## config.mk

```make
export PLATFORM = sky130hd
export DESIGN_NAME = toggle_sync_src
export DESIGN_NICKNAME = d
export VERILOG_FILES = /design/src/rtl/toggle_sync_pkg.sv /design/src/rtl/ack_sync_chain.sv /design/src/rtl/toggle_sync_src.sv
export SDC_FILE = /design/constraint.sdc
export NUM_CORES = 1
export LEC_CHECK = 0
export CAP_MARGIN = 30
export CORE_ASPECT_RATIO = 1.1
export CORE_UTILIZATION = 50
export DETAILED_ROUTE_END_ITERATION = 7
export MAX_ROUTING_LAYER = met4
export PLACE_DENSITY_LB_ADDON = 0.08
export SETUP_SLACK_MARGIN = 0.05
export SYNTH_ARGS = -nofsm -noshare
export SYNTH_HDL_FRONTEND = slang
export SYNTH_SLANG_ARGS = --single-unit
```

## constraint.sdc

```tcl
create_clock -name clk -period 1.9 [get_ports clk]
set_clock_uncertainty 0.1 [all_clocks]
set_input_delay 0.285 -clock clk [delete_from_list [all_inputs] [get_ports clk]]
set_output_delay 0.285 -clock clk [all_outputs]
set_load 0.01 [all_outputs]
```

## src/rtl/toggle_sync_pkg.sv

```systemverilog
// Shared types and default sizing for the toggle-handshake source side.
package toggle_sync_pkg;

  typedef enum logic {
    IDLE     = 1'b0,
    WAIT_ACK = 1'b1
  } state_t;

  localparam int DEF_WIDTH       = 8;
  localparam int DEF_SYNC_STAGES = 2;
  localparam int DEF_TIMEOUT     = 1023;

  // Bits needed to count 0..timeout, never narrower than one bit.
  function automatic int timer_width(input int timeout);
    int w;
    w = $clog2(timeout + 1);
    return (w < 1) ? 1 : w;
  endfunction

endpackage

```

## src/rtl/ack_sync_chain.sv

```systemverilog
// Multi-flop synchronizer bringing the destination ack toggle into clk.
module ack_sync_chain
  import toggle_sync_pkg::*;
#(
  parameter int STAGES = DEF_SYNC_STAGES
) (
  input  logic clk,
  input  logic rst,
  input  logic d,
  output logic q
);

  (* ASYNC_REG = "TRUE" *) logic [STAGES-1:0] sync_reg;
  logic [STAGES-1:0] sync_next;

  genvar gi;
  generate
    for (gi = 0; gi < STAGES; gi++) begin : g_stage
      if (gi == 0) begin : g_first
        assign sync_next[gi] = d;
      end else begin : g_rest
        assign sync_next[gi] = sync_reg[gi-1];
      end
    end
  endgenerate

  always_ff @(posedge clk or posedge rst) begin
    if (rst) begin
      sync_reg <= '0;
    end else begin
      sync_reg <= sync_next;
    end
  end

  assign q = sync_reg[STAGES-1];

endmodule

```

## src/rtl/toggle_sync_src.sv

```systemverilog
// Source side of a toggle handshake: latches one payload, flips req_tgl,
// and waits for the synchronized ack toggle to match before accepting again.
module toggle_sync_src
  import toggle_sync_pkg::*;
#(
  parameter int WIDTH       = DEF_WIDTH,
  parameter int SYNC_STAGES = DEF_SYNC_STAGES,
  parameter int TIMEOUT     = DEF_TIMEOUT
) (
  input  logic             clk,
  input  logic             rst,
  input  logic             in_valid,
  output logic             in_ready,
  input  logic [WIDTH-1:0] in_data,
  output logic             req_tgl,
  output logic [WIDTH-1:0] req_data,
  input  logic             ack_tgl,
  output logic             busy,
  output logic             timeout_err,
  output logic             proto_err,
  input  logic             err_clr
);

  localparam int TW = timer_width(TIMEOUT);
  localparam logic [TW-1:0] TIMEOUT_VAL = TW'(TIMEOUT);
  localparam bit TIMEOUT_EN = (TIMEOUT != 0);

  state_t            state_reg, state_next;
  logic              req_tgl_reg, req_tgl_next;
  logic [WIDTH-1:0]  req_data_reg, req_data_next;
  logic [TW-1:0]     timer_reg, timer_next;
  logic [TW-1:0]     timer_inc;
  logic              timeout_err_reg, timeout_err_next;
  logic              proto_err_reg, proto_err_next;
  logic              timeout_set, proto_set;
  logic              ack_sync;

  ack_sync_chain #(
    .STAGES(SYNC_STAGES)
  ) u_ack_sync (
    .clk(clk),
    .rst(rst),
    .d  (ack_tgl),
    .q  (ack_sync)
  );

  assign timer_inc = timer_reg + TW'(1);

  always_comb begin
    state_next    = state_reg;
    req_tgl_next  = req_tgl_reg;
    req_data_next = req_data_reg;
    timer_next    = timer_reg;
    timeout_set   = 1'b0;
    proto_set     = 1'b0;
    case (state_reg)
      IDLE: begin
        // An ack edge with nothing outstanding means the far side is out of step.
        if (ack_sync != req_tgl_reg) begin
          proto_set = 1'b1;
        end
        if (in_valid) begin
          req_data_next = in_data;
          req_tgl_next  = ~req_tgl_reg;
          timer_next    = '0;
          state_next    = WAIT_ACK;
        end
      end
      WAIT_ACK: begin
        // Timer saturates; the flag is raised on the edge it first reaches TIMEOUT.
        if (TIMEOUT_EN && (timer_reg != TIMEOUT_VAL)) begin
          timer_next = timer_inc;
          if (timer_inc == TIMEOUT_VAL) begin
            timeout_set = 1'b1;
          end
        end
        if (ack_sync == req_tgl_reg) begin
          state_next = IDLE;
        end
      end
      default: state_next = IDLE;
    endcase
  end

  always_comb begin
    timeout_err_next = timeout_err_reg;
    proto_err_next   = proto_err_reg;
    if (err_clr) begin
      timeout_err_next = 1'b0;
      proto_err_next   = 1'b0;
    end
    if (timeout_set) begin
      timeout_err_next = 1'b1;
    end
    if (proto_set) begin
      proto_err_next = 1'b1;
    end
  end

  always_ff @(posedge clk or posedge rst) begin
    if (rst) begin
      state_reg       <= IDLE;
      req_tgl_reg     <= 1'b0;
      req_data_reg    <= '0;
      timer_reg       <= '0;
      timeout_err_reg <= 1'b0;
      proto_err_reg   <= 1'b0;
    end else begin
      state_reg       <= state_next;
      req_tgl_reg     <= req_tgl_next;
      req_data_reg    <= req_data_next;
      timer_reg       <= timer_next;
      timeout_err_reg <= timeout_err_next;
      proto_err_reg   <= proto_err_next;
    end
  end

  assign in_ready    = (state_reg == IDLE);
  assign busy        = (state_reg == WAIT_ACK);
  assign req_tgl     = req_tgl_reg;
  assign req_data    = req_data_reg;
  assign timeout_err = timeout_err_reg;
  assign proto_err   = proto_err_reg;

endmodule

```

* Word-level counts from Yosys, hierarchy flattened
Index checks and enable logic that the tools add are counted.
Word-level totals: register bits after elaboration 24, input port bits 13
Cells by class: $add $sub $neg 1, equality and inequality tests 6, multiplexer cells 14, bitwise operators 2, reduce and logical (&&, ||, !) cells 4
Operators with widths (number):
- 2-to-1 mux 10 bit | 2
- case mux 10 bit (2 select lines) | 1
- adder 10 x 1 -> 10 bit, second input constant | 1
- == test 10 bit, second input constant | 1
- 2-to-1 mux 1 bit | 10
- != test 10 bit, second input constant | 1
- AND reduction 2 bit | 2
- nonzero test 2 bit | 2
- != test 2 x 1 -> 1 bit, second input constant | 1
- != test 2 bit, second input constant | 1
- NOT 1 bit | 2
- case mux 1 bit (2 select lines) | 1
- == test 1 bit | 1
- != test 1 bit | 1

* Longest topological paths before layout
depth in word-level cells 6, mapped depth 6

* Cells and area by module
From an unflattened synthesis, not the netlist that was laid out.
Unflattened totals: cell total of the unflattened synthesis 120, area, all modules 1132.3 um^2
By module, submodules not included:
- toggle_sync_src | times used 1, cells each 117, area each 1078.5 um^2, sequential area each 550.5 um^2
- ack_sync_chain | times used 1, cells each 3, area each 53.8 um^2, sequential area each 50.0 um^2

* Least setup slack after synthesis
OpenSTA, ideal clock, no wires.
path kind flip-flop to flip-flop, from reg timer_reg[0], to reg timer_reg[7], library setup time 0.118 ns, arrival 1.404 ns, data required time 1.682 ns, setup slack 0.277 ns, cell stages (with the launch flop) 6, clock period less this slack 1.623 ns, cells stage by stage dfrtp_1 -> ha_1 -> nand3_1 -> o31ai_4 -> a21oi_1 -> a21o_1
On the way: longest elaborated chain between the ends 3
RTL lines:
- start: declaration | line toggle_sync_src.sv:31 | logic [TW-1:0] timer_reg, timer_next;
- start signal: assignment | line toggle_sync_src.sv:112 | timer_reg <= timer_next;
- adder 10 x 1 -> 10 bit or != test 10 bit (tied branches) | line toggle_sync_src.sv:47, toggle_sync_src.sv:71
- 2-to-1 mux 10 bit or != test 2 x 1 -> 1 bit (tied branches)
- case mux 10 bit (2 select lines) or AND reduction 2 bit (tied branches)
Several ways; a longest one is shown, not always the timed one. The select of a mux whose other input is x is not followed. A chain may end at the register's enable or synchronous reset.

* Final worst setup path
from reg state_reg, in the netlist busy, to out busy
RTL lines:
- start: declaration | line toggle_sync_src.sv:28 | state_t state_reg, state_next;
- start signal: assignment | line toggle_sync_src.sv:109 | state_reg <= state_next;
- end: declaration | line toggle_sync_src.sv:18 | output logic busy,
No word-level cell between the ends.

==> metrics.yaml <==
dr.pass1.iters: 4
placement.io_buffers: 25
ys_seq_area_frac: 0.481
post-route-util: 0.692
synth_top_family_by_area: "simple AND/OR/NAND/NOR gates"
synthTopCellsByCount: "nand2_1, dfrtp_1, nand3_1"
drt_iter0_markers: 34
cp_slowest_cell: "clkdlybuf4s50_1"
power_density_mw_per_mm2: 1220
n_antenna_cell: 0
cts_buffer_depth: 2
place_ws_ns: 0.169
synth_edf_count: 0
synth_top_area_cell: "dfrtp_1"
core_area_mm2: 0.00230
gp_congestion: 0.876
synth_compound_area_frac: 0.149
met1_length_mm: 1.18
largest_reg_flops: 10
grt_start_max_net_pins: 25
fillCellCount: 198
synth-async-reset-ratio: 1.00
track_usage: 0.232
via_count: 1089
yosys.cell_count.top_type: "nand2_1"
finalMaxSlewViolations: 0
wl_mm: 2.79
syn_inst: 134
min_period_ns: 1.76
nNetsFinal: 180
cts_tree: "done"
top_layer: "met4"
hold_viol_final: 0
cp-start-kind: "register"
finalSetupTns_ns: 0
synth_fa_ha_area_frac: 0.0200
synth-main-ff-cell: "dfrtp_1"
register_area_um2: 602
syn_area_per_cell_um2: 9.32
rsz0062_at_grt: "no"
syn_nets: 149
cts.htree.levels: 1
clock.fmax_mhz: 570
finalCritPeriodShare: 0.924
dpl.hpwl_mm: 1.95
antenna_found_initial: 0
syn_area_mm2: 0.00125
clock_sinks: 24
die-area_mm2: 0.00270
dpl_cell_area_mm2: 0.00154
drc_errors: 0
synth_seq_cells: 24
vias_per_cell: 5.64
status: "complete, no violations"
r2r_slack_ns: 0.18
synthMuxAreaShare: 0.00802
met3_length_um: 106
cp_cell_sequence: "buf_4 > clkdlybuf4s50_1"
min_path_type: "in -> async"
yosys.cell_types.count: 40
layout_setup_ws_ns: 0.145
yosys.area_share.simple: 0.265
post-place-cells: 188
grt_pass1_wl_mm: 4.43
cts_inserted_buffers: 3
multiInputGateArea_um2: 603
area.growth.synth_to_final_pct: 27.3
overflow: 0
worstPathRequired_ns: 1.51
ys_warn_count: 0
drt-wirelength-per-cell_um: 14.4
grt_pass1_vias: 954
drive_gt1_frac: 0.110
start_util: 0.544
stdcell_count: 193
die_h_um: 54.4
power.total_mw: 1.94
synth_top_cell_area_share: 0.481
max_stage_delay_ns: 0.47
worst_pin_slew_ns: 0.376
cts_root_buf: "clkbuf_4"
worst-setup-path-type: "reg -> out"
p_leak_nw: 0.687
synth_xor_xnor_area_share: 0.0351
cts-hold-fix-buffers: 0
ios: 26
synthTopCellsByArea: "dfrtp_1, nand2_1, nand3_1"
fin_hold_ws_ns: 0.197
cap_violations: 0
rows: 18
wl_met2_mm: 1.43
final_cell_area_mm2: 0.00159
crit_fanout: 2
setup_viol: 0
die_x_um: 49.7
clk_pin_slew_ns: 0.13
clk_latency_ns: 0.32
end_kind: "output pin"
crit_arrival_ns: 1.37
ant_nets: 0
slew_headroom: 0.749
vdd_ir_drop_max_mv: 0.977
## logic make-up after synthesis
group | Yosys count
AOI/OAI and AO/OA | 25
xor gates and xnor gates | 5
adders and majority gates | 2
buffers and inverters | 11
DFF | 24
muxes | 1
and+or+nand+nor | 66
## per-layer routing
metal	up-vias	track usage
li1	526	-
met1	505	0.278
met2	47	0.403
met3	11	0.0167
met4	0	0.119
met5	-	-
## layout make-up
class | count | area share
sequential | 24 | 0.379
inverter | 5 | 0.0118
clock buffer | 3 | 0.0142
tap | 30 | 0.0236
timing repair buffer | 32 | 0.192
multi-input combinational | 99 | 0.380
## critical path, delay by kind of cell, from the launching register on
kind	cells	cell delay, ns
buffers and inverters	2	0.62
DFF	1	0.44
## path summary, 6_finish.rpt
check,start,to,depth (start not counted)
worst min register to register,u_ack_sync.sync_reg[0]$_DFF_PP0_,u_ack_sync.sync_reg[1]$_DFF_PP0_,0
worst min-delay path,rst,req_data[1]$_DFFE_PP0P_,3
worst max-delay path,busy$_DFF_PP0_,busy,2
max in group asynchronous,rst,busy$_DFF_PP0_,3
worst max register to register,timer_reg[3]$_DFFE_PP0P_,timeout_err$_DFFE_PP0P_,4
min in group clk,ack_tgl,u_ack_sync.sync_reg[0]$_DFF_PP0_,1
## timing repair
action | 4_1_cts | 5_1_grt
gates resized for setup | 1 | 3
endpoints found under the setup margin | 2 | 3
pin swaps | 0 | 1
buffers inserted | 2 | 0
## power breakdown
group          total, mW  switching (mW)  internal (mW)
logic              0.894           0.436          0.459
clock network      0.229           0.155         0.0744
registers          0.812           0.138          0.674
total               1.94           0.728           1.21
## cell usage in the layout (no fill, tap or decap), types with 2 or more instances in the layout
master,n
clkdlybuf4s50_1,24
xor2_1,3
and4_1,2
o211ai_1,2
o21ai_1,4
nand2b_1,3
and3_1,2
dfrtp_1,23
clkbuf_4,3
o22ai_1,2
nor2b_1,2
inv_1,5
nand4b_1,2
nor2_1,7
a21oi_1,3
nand3_1,7
nand2_1,33
buf_4,7
xnor2_1,2
o21ai_0,3
(Power assumes the default switching activity.)
